===== src/rtl/store_size_ctrl.sv =====
// store_size_ctrl: sw/sh/sb store path; sub-word stores read-modify-write the aligned word.
module store_size_ctrl #(
  parameter int ADDR_W      = 32,
  parameter int WAIT_CYCLES = 1
) (
  input  logic              clk,
  input  logic              reset,
  input  logic              start,
  input  logic [1:0]        ss_op,
  input  logic [ADDR_W-1:0] addr,
  input  logic [31:0]       reg_data,
  input  logic [31:0]       mem_rdata,
  output logic [ADDR_W-1:0] mem_addr,
  output logic [31:0]       mem_wdata,
  output logic              mem_wr,
  output logic              busy,
  output logic              done,
  output logic              misaligned
);
  typedef enum logic [2:0] {IDLE, RD, WT, WR, FIN, ERR} state_t;
  state_t state, nxt;
  logic [1:0]        op;
  logic [ADDR_W-1:0] a;
  logic [15:0]       d;
  logic [31:0]       wd, half, byte_m, merged;
  logic [2:0]        cnt;
  logic [4:0]        sh;
  logic              err, act;
  assign err = ss_op == 2'b11 || (ss_op == 2'b00 && addr[1:0] != 2'b00) || (ss_op == 2'b01 && addr[0]);
  assign sh = {a[1:0], 3'b000};
  assign half = a[1] ? {d, mem_rdata[15:0]} : {mem_rdata[31:16], d};
  assign byte_m = (mem_rdata & ~(32'hFF << sh)) | ({24'b0, d[7:0]} << sh);
  assign merged = op == 2'b01 ? half : byte_m;
  always_comb begin
    nxt = state;
    case (state)
      IDLE: nxt = !start ? IDLE : err ? ERR : ss_op == 2'b00 ? WR : RD;
      RD:   nxt = WT;
      WT:   nxt = cnt == 3'd0 ? WR : WT;
      WR:   nxt = FIN;
      default: nxt = IDLE;
    endcase
  end
  always_ff @(posedge clk) begin
    if (reset) begin
      state <= IDLE;
      op    <= 2'b00;
      a     <= '0;
      d     <= 16'h0;
      wd    <= 32'h0;
      cnt   <= 3'd0;
    end else begin
      state <= nxt;
      if (state == IDLE && start) begin
        op <= ss_op;
        a  <= addr;
        d  <= reg_data[15:0];
        wd <= reg_data;
      end
      if (state == RD) cnt <= 3'(WAIT_CYCLES - 1);
      else if (state == WT && cnt != 3'd0) cnt <= cnt - 3'd1;
      if (state == WT && cnt == 3'd0) wd <= merged;
    end
  end
  assign act        = state == RD || state == WT || state == WR || state == FIN;
  assign mem_addr   = act ? {a[ADDR_W-1:2], 2'b00} : '0;
  assign mem_wdata  = act ? wd : 32'h0;
  assign mem_wr     = state == WR;
  assign busy       = state == RD || state == WT || state == WR;
  assign done       = state == FIN;
  assign misaligned = state == ERR;
endmodule


===== config.mk =====
export PLATFORM = sky130hd
export DESIGN_NAME = store_size_ctrl
export DESIGN_NICKNAME = d
export VERILOG_FILES = /design/src/rtl/store_size_ctrl.sv
export SDC_FILE = /design/constraint.sdc
export NUM_CORES = 1
export LEC_CHECK = 0
export BUFFER_PORTS_ARGS = -buffer_cell sky130_fd_sc_hd__clkbuf_2
export CAP_MARGIN = 20
export CELL_PAD_IN_SITES_DETAIL_PLACEMENT = 0
export CELL_PAD_IN_SITES_GLOBAL_PLACEMENT = 1
export CORE_ASPECT_RATIO = 0.9
export CORE_MARGIN = 2
export CORE_UTILIZATION = 35
export CTS_CLUSTER_DIAMETER = 100
export CTS_CLUSTER_SIZE = 20
export DETAILED_ROUTE_END_ITERATION = 10
export GPL_TIMING_DRIVEN = 0
export MAX_ROUTING_LAYER = met4
export PLACE_DENSITY_LB_ADDON = 0.1
export SETUP_SLACK_MARGIN = 0.05
export SYNTH_ARGS = -nofsm -noshare
export SYNTH_HDL_FRONTEND = slang
export SYNTH_SLANG_ARGS = --single-unit

===== constraint.sdc =====
create_clock -name clk -period 2.2 [get_ports clk]
set_input_delay 0 -clock clk [delete_from_list [all_inputs] [get_ports clk]]
set_output_delay 0 -clock clk [all_outputs]
set_load 0.01 [all_outputs]

== After elaboration in Yosys (flattened, before gate mapping) ==
Cells that the tools add are included.
Cells by class
  $add $sub $neg: 1
  $mul: 0
  divide/modulo/power cells: 0
  magnitude comparators: 0
  eq/ne operators: 8
  shifts and indexed selects: 2
  multiplexer cells: 11
  bitwise logic cells: 3
  reductions and logical operators: 17
Operators by type and width (number)
  2-to-1 mux 32 bit: 6
  AND 32 bit: 1
  NOT 32 bit: 1
  OR 32 bit: 1
  left shift 8 x 5 -> 32 bit: 1
  left shift 8 x 5 -> 32 bit, first input constant: 1
  case mux 3 bit (4 select lines): 1
  == test 3 x 2 -> 1 bit, second input constant: 2
  == test 3 bit, second input constant: 2
  logical NOT 3 bit: 2
  2-to-1 mux 3 bit: 2
  logical AND 1 bit: 5
  logical OR 1 bit: 5
  == test 2 x 1 -> 1 bit, second input constant: 2
  nonzero test 2 bit: 2
  == test 3 x 1 -> 1 bit, second input constant: 1
  nonzero test 3 bit: 1
  subtractor 3 x 1 -> 3 bit, second input constant: 1
  == test 2 bit, second input constant: 1
  logical NOT 2 bit: 1
  2-to-1 mux 2 bit: 1
  OR reduction 2 bit: 1
  2-to-1 mux 1 bit: 1
Word-level totals
  register bits: 88
  latch bits: 0
  RAM bits: 0
  bits in read-only memories: 0
  input port bits: 101
  memories kept: 0

== Longest topological paths before layout ==
Gate-level depths: netlist of the first run.
  word-level depth: 7
  gate-level depth with buffers: 7

== Least setup slack after synthesis of the first run ==
OpenSTA, ideal clock, no wires.
  path type: flip-flop to flip-flop
  start: register state[1]
  end: register a[1]
  library setup time: 0.132 ns
  arrival: 1.451 ns
  required time: 2.068 ns
  setup slack: 0.616 ns
  cell stages (with the launch flop): 7
  path through: dfxtp_1 > or4b_4 > buf_6 > buf_6 > buf_2 > nand2_1 > a21oi_1
On the way
  cells in the longest elaborated chain, start to end: 2
RTL lines
  start: declaration: line 21  | state_t state, nxt;
  start signal: assignment: line 53  | state <= nxt;
  logical NOT 3 bit: line 54  | if (state == IDLE && start) begin
  logical AND 1 bit: line 54
  end signal: assignment: line 56  | a <= addr;
  end: declaration: line 23  | logic [ADDR_W-1:0] a;
Every way passes these cells.
A chain may end at the register's enable or synchronous reset.

== Worst setup path in the final report of the first run ==
  start: register state[0]
  end: output port mem_addr[28]
On the way
  cells in the longest elaborated chain, start to end: 5
RTL lines
  == test 3 x 1 -> 1 bit or == test 3 x 2 -> 1 bit (tied branches): line 65  | assign act = state == RD || state == WT || state == WR || state == FIN;
  logical OR 1 bit (2 in a row): line 65
  logical OR 1 bit (*): line 65
  2-to-1 mux 32 bit (*): line 66  | assign mem_addr = act ? {a[ADDR_W-1:2], 2'b00} : '0;
  end: declaration: line 13  | output logic [ADDR_W-1:0] mem_addr,
Every way passes the cells marked *; elsewhere a longest branch is shown, timed or not.

==> results_dict.tcl, run 1 <==
set metrics [dict create \
    slowest_stage "dfxtp_1" \
    cap_violations 0 \
    nNetsFinal 939 \
    first_global_vias 4759 \
    grt_first_pass_wirelength_mm 24.47 \
    power_density_nw_per_um2 754.3 \
    hpwlAfterDp_mm 11.36 \
    route.detailed.drc 0 \
    end_kind "primary output" \
    drtIter0Drc 316 \
    synth_top_cell_by_area "dfxtp_1" \
    ff_latch_area_um2 1762 \
    die_h_um 112.0 \
    period_minus_slack_ns 1.953 \
    post-place-ws_ns -0.03127 \
    clock_sinks 88 \
    hold_depth 3 \
    fillers 1255 \
    yosys-top-cells-area "dfxtp_1, nand2_1, a21oi_1" \
    num_vias 4896 \
    ys_seq_area_share_pct 38.85 \
    slew_headroom_pct 49.42 \
    cts.path.max_buffers 2 \
    grt_usage_pct 23.75 \
    finalCoreUtilization_pct 53.48 \
    ioPinCount 169 \
    status "finished clean" \
    wl_mm 15.75 \
    clk_pin_slew_ns 0.06 \
    slew_violations 0 \
    synth_top_area_share_pct 38.85 \
    crit_fanout 10 \
    ys_seq_elements 88 \
    ys_warn_count 0 \
    switching_share_pct 32.51 \
    worst_slew_pin_slew_ns 0.7587 \
    cts_tree "done" \
    synth_cell_type_count 42 \
    synth_area_per_cell_um2 7.983 \
    num_antenna_cells 0 \
    viasPerCell 4.872 \
    wl_per_cell_um 15.67 \
    root_buffer "clkbuf_16" \
    fin_worst_skew_ns 0.005423 \
    rsz0062_at_grt "false" \
    synthCells 568 \
    drive_above_1_share_pct 31.39 \
    required_ns 2.20 \
    final-setup-viol-count 0 \
    start_util_pct 35.74 \
    first_pass_iters 4 \
    grt_max_degree 14 \
    max_freq_mhz 512.1 \
    port_buffers 166 \
    overflow 0 \
    fin_ws_ns 0.2474 \
    hp-class "input pin to flop" \
    gp_congestion 0.8353 \
    final_cell_mix "clkbuf_2, nand2_1, dfxtp_1, dlygate4sd3_1, a21oi_1" \
    final_common_cell "clkbuf_2" \
    syn_area_um2 4534 \
    multiInputGateArea_um2 2531 \
    antenna_left 0 \
    p_leak_nw 3.067 \
    numCtsBuffers 9 \
    die_w_um 124.0 \
    area_growth_pct 49.64 \
    critPathMaxStageDelay_ns 0.53 \
    p_int_w 0.003454 \
    clk-insertion-delay-late_ns 0.35 \
    fp.coreArea_um2 12690 \
    worstPathCellList "nor2_2 > xnor2_2 > buf_4 > clkbuf_1 > and2_1 > clkbuf_2" \
    crit_type "flop to primary output" \
    vdd_ir_drop_max_uv 470.5 \
    p_sw_w 0.001664 \
    finalCritPeriodShare_pct 88.75 \
    reg2regPathDepth 5 \
    h-tree-depth 3 \
    comb_power_share_pct 31.5 \
    start_kind "flop" \
    cp.arrival_ns 1.95 \
    timing_hold_violations_final 0 \
    rows 39 \
    die_area_um2 13880 \
    antenna_found_initial 0 \
    power_frac_clock_pct 30.8 \
    power_frac_seq_pct 37.7 \
]
-- sequential cells by signal (all words and copies together) (netlist names) --
register and cells:
wd 32, op 2, a 32, cnt 3, state 3, d 16
-- power groups by stage --
| stage | sequential, W | combinational [W] | clock (W) |
|---|---|---|---|
| after floorplan | 0.00191 | 0.000952 | 0 |
| after global placement | 0.00195 | 0.00144 | 0 |
| after detailed placement | 0.00196 | 0.00146 | 0 |
| after CTS | 0.00193 | 0.00162 | 0.00162 |
| after global routing | 0.00196 | 0.00176 | 0.00167 |
| final | 0.00193 | 0.00161 | 0.00158 |
-- area by class of cell --
class	instances	area share (%)
Multi-Input combinational cell	430	37.30
Sequential cell	88	25.96
Timing Repair Buffer	256	25.45
Clock buffer	13	3.836
Buffer	46	3.559
Tap cell	164	3.024
Clock inverter	3	0.5901
Inverter	5	0.2766
-- cells by family after synthesis --
family	synth area share (%)
fa+ha+maj	0.5518
simple gates	25.97
other cells	0.08270
xor+xnor	0.3864
buf+inv	5.629
mux	9.271
compound gates	19.26
flops	38.85
-- synthesized netlist by cell type (all sizes together) --
library cell,instances
a31o,24
mux2i,24
dfxtp,88
a31oi,2
xnor2,2
inv,5
a211oi,2
nand2b,10
conb,1
nor3b,3
o21a,1
nor2b,1
nand3b,1
or2,1
nor2,5
nor3,1
mux2,16
a21oi,85
buf,26
clkbuf,20
and3,1
a221oi,7
and3b,2
ha,2
nand2,151
or3,1
a2111oi,1
and2,63
nor4b,1
a21boi,1
nor4,1
o21ai,10
o22ai,8
or4b,1
-- metrics by stage --
| stage | instance area, µm² | instances | total power, W | hold WS [ns] | TNS (ns) |
|---|---|---|---|---|---|
| global route | 6785 | 1005 | 0.005391 | 0.009925 | 0 |
| detailed placement | 5574 | 899 | 0.003419 | 0.2293 | -0.1654 |
| CTS | 6782 | 1005 | 0.005158 | 0.0002186 | 0 |
| floorplan | 4538 | 569 | 0.002863 | 0.1360 | 0 |
| global placement | 5574 | 899 | 0.003394 | 0.2255 | -0.2378 |
| finish | 6785 | 1005 | 0.005118 | 0.003513 | 0 |
-- routing by layer --
metal / GRT usage [%] / up-vias / share of wire [%]
li1: - / 2460 / -
met1: 30.26 / 2289 / 47
met2: 38.57 / 136 / 47
met5: - / - / 0
met4: 5.019 / 0 / 0.94
met3: 5.328 / 11 / 4.5
-- critical path: cells and delay by family (launching register included) --
| kind | cells | cell delay [ns] |
|---|---|---|
| buffers and inverters | 3 | 0.61 |
| DFF | 1 | 0.53 |
| and+or+nand+nor | 2 | 0.30 |
| xor gates and xnor gates | 1 | 0.16 |
-- final timing paths --
path,from,to,slack [ns]
worst max register to register,state[1]$_SDFF_PP0_,wd[14]$_SDFFE_PP0N_,0.31
worst min-delay path,mem_rdata[8],wd[8]$_SDFFE_PP0N_,0.004
worst min register to register,a[18]$_SDFFE_PP0P_,a[18]$_SDFFE_PP0P_,0.45
worst max-delay path,state[0]$_SDFF_PP0_,mem_addr[28],0.25
-- what timing repair did --
| item | in CTS | in global routing |
|---|---|---|
| hold buffers | 88 | 0 |
| setup endpoints to repair | 60 | 21 |
| resized for setup | 4 | 3 |
| pin swaps | 1 | 0 |
| hold endpoints to repair | 83 | 0 |
| setup buffers | 2 | 0 |
(Power assumes the default switching activity.)
==> run 2: changes to the inputs <==
Settings changed: GPL_TIMING_DRIVEN 0 to default, REMOVE_ABC_BUFFERS from default to 1.
==> results_dict.tcl, run 2 (synthesized netlist as in run 1, its figures left out) <==
set metrics [dict create \
    status "finished clean" \
    rows 39 \
    finalCoreUtilization_pct 52.27 \
    ioPinCount 169 \
    slew_violations 0 \
    rsz0062_at_grt "false" \
    regToRegEndpoint "wd[31]$_SDFFE_PP0N_" \
    p_leak_nw 2.968 \
    start_util_pct 35.74 \
    crit_type "flop to primary output" \
    final_common_cell "clkbuf_2" \
    startpoint "state[1]$_SDFF_PP0_" \
    dp_cells 871 \
    cts_tree "done" \
    cts.path.max_buffers 2 \
    r2r_setup_slack_ns 0.33 \
    grt_max_degree 74 \
    h-tree-depth 3 \
    die_area_um2 13880 \
    power_density_nw_per_um2 741.8 \
    post-place-ws_ns 0.3231 \
    timing_hold_violations_final 0 \
    critPathMaxStageDelay_ns 0.39 \
    fp.coreArea_um2 12690 \
    drtIter0Drc 269 \
    vdd_ir_drop_max_uv 342.0 \
    final-setup-viol-count 0 \
    path_buf_inv 2 \
    reg2regPathDepth 6 \
    viasPerCell 4.910 \
    wl_mm 14.28 \
    finalCritPeriodShare_pct 87.15 \
    die_h_um 112.0 \
    grt_usage_pct 21.43 \
    slew_headroom_pct 44.28 \
    top_layer_used "met4" \
    fillers 1280 \
    clk_pin_slew_ns 0.06 \
    num_vias 4753 \
    first_pass_iters 4 \
    drive_above_1_share_pct 30.72 \
    max_freq_mhz 521.6 \
    stdcell_count 968 \
    critPathTopFamily "simple AND/OR/NAND/NOR gates" \
    fin_ws_ns 0.2828 \
    fin_worst_skew_ns 0.009627 \
    final_cell_mix "clkbuf_2, nand2_1, dfxtp_1" \
    end_kind "primary output" \
    drt-met1-wl_mm 6.652 \
    crit_fanout 42 \
    required_ns 2.20 \
    worst_slew_pin_slew_ns 0.8357 \
    crit_cells 5 \
    antenna_found_initial 0 \
    die_w_um 124.0 \
    clk-insertion-delay-late_ns 0.34 \
    wl_met2_mm 6.652 \
    wl_per_cell_um 14.76 \
    period_minus_slack_ns 1.917 \
    cp.arrival_ns 1.92 \
    clock_sinks 88 \
    hp-class "input pin to flop" \
    gp_congestion 0.7562 \
    hpwlAfterDp_mm 9.559 \
    multiInputGateArea_um2 2535 \
    met3_wirelength_um 709 \
    num_antenna_cells 0 \
    start_kind "flop" \
    setup.worst_path.end "mem_wdata[6]" \
    nNetsFinal 905 \
    cap_violations 0 \
    area_growth_pct 46.25 \
    grt_first_pass_wirelength_mm 22.73 \
    reg2reg_from "state[2]$_SDFF_PP0_" \
    numCtsBuffers 9 \
    root_buffer "clkbuf_16" \
    worstPathCellList "nor2_1 > xnor2_2 > buf_4 > and2_1 > clkbuf_2" \
    port_buffers 166 \
    first_global_vias 4675 \
    route.detailed.drc 0 \
    slowest_stage "dfxtp_1" \
    overflow 0 \
    top_regs "a x32, wd x32, d x16" \
    power_w 0.004919 \
    ff_latch_area_um2 1762 \
    antenna_left 0 \
]
## run 2: per-stage QoR
stage | setup TNS, ns | instance area, µm² | hold slack (ns)
floorplan | -37.03 | 4302 | 0.06465
global placement | 0 | 5514 | 0.2264
detailed placement | 0 | 5514 | 0.2313
CTS | 0 | 6631 | 0.001981
global route | 0 | 6631 | 0.02890
finish | 0 | 6631 | 0.004164
## run 2: worst register-to-register path: stages (launching register included)
cell and delay [ns]:
dfxtp_1 0.40, buf_4 0.20, nor3b_2 0.29, nor3b_4 0.31
buf_12 0.22, a21oi_1 0.07, a221oi_1 0.28
## run 2: per-layer routing
metal | GRT usage (%) | vias up
met1 | 28.01 | 2212
met5 | - | -
met3 | 3.074 | 22
li1 | - | 2392
met2 | 33.70 | 127
met4 | 7.640 | 0
## run 2: repair_timing
action / 4_1_cts / 5_1_grt
endpoints found under the hold margin: 78 / 0
setup buffers: 0 / 0
hold buffers: 84 / 0
endpoints found under the setup margin: 0 / 0
resized for setup: 0 / 0
## run 2: layout make-up
| type | instances | area share, % |
|---|---|---|
| clock buffer | 12 | 3.717 |
| sequential | 88 | 26.57 |
| inverter | 5 | 0.2830 |
| tap | 164 | 3.094 |
| clock inverter | 1 | 0.4528 |
| timing repair buffer | 268 | 27.66 |
| multi-input combinational | 430 | 38.23 |
## run 2: power by group
group,switching (W),total (W),leakage [nW],internal [W]
Sequential,0.000128,0.00192,0.723,0.00180
Combinational,0.000817,0.00150,2.11,0.000686
Clock,0.000598,0.00149,0.135,0.000893
## run 2: how the worst min path moves through the flow
stage,start,end,slack [ns],cells after the start
finish,mem_rdata[14],wd[14]$_SDFFE_PP0N_,0.004,3
global route,mem_rdata[12],wd[12]$_SDFFE_PP0N_,0.03,3
CTS,reg_data[22],wd[22]$_SDFFE_PP0N_,0.002,4
detailed placement,addr[31],a[31]$_SDFFE_PP0P_,0.23,3
global placement,addr[13],a[13]$_SDFFE_PP0P_,0.23,3
floorplan,reset,state[0]$_SDFF_PP0_,0.06,1
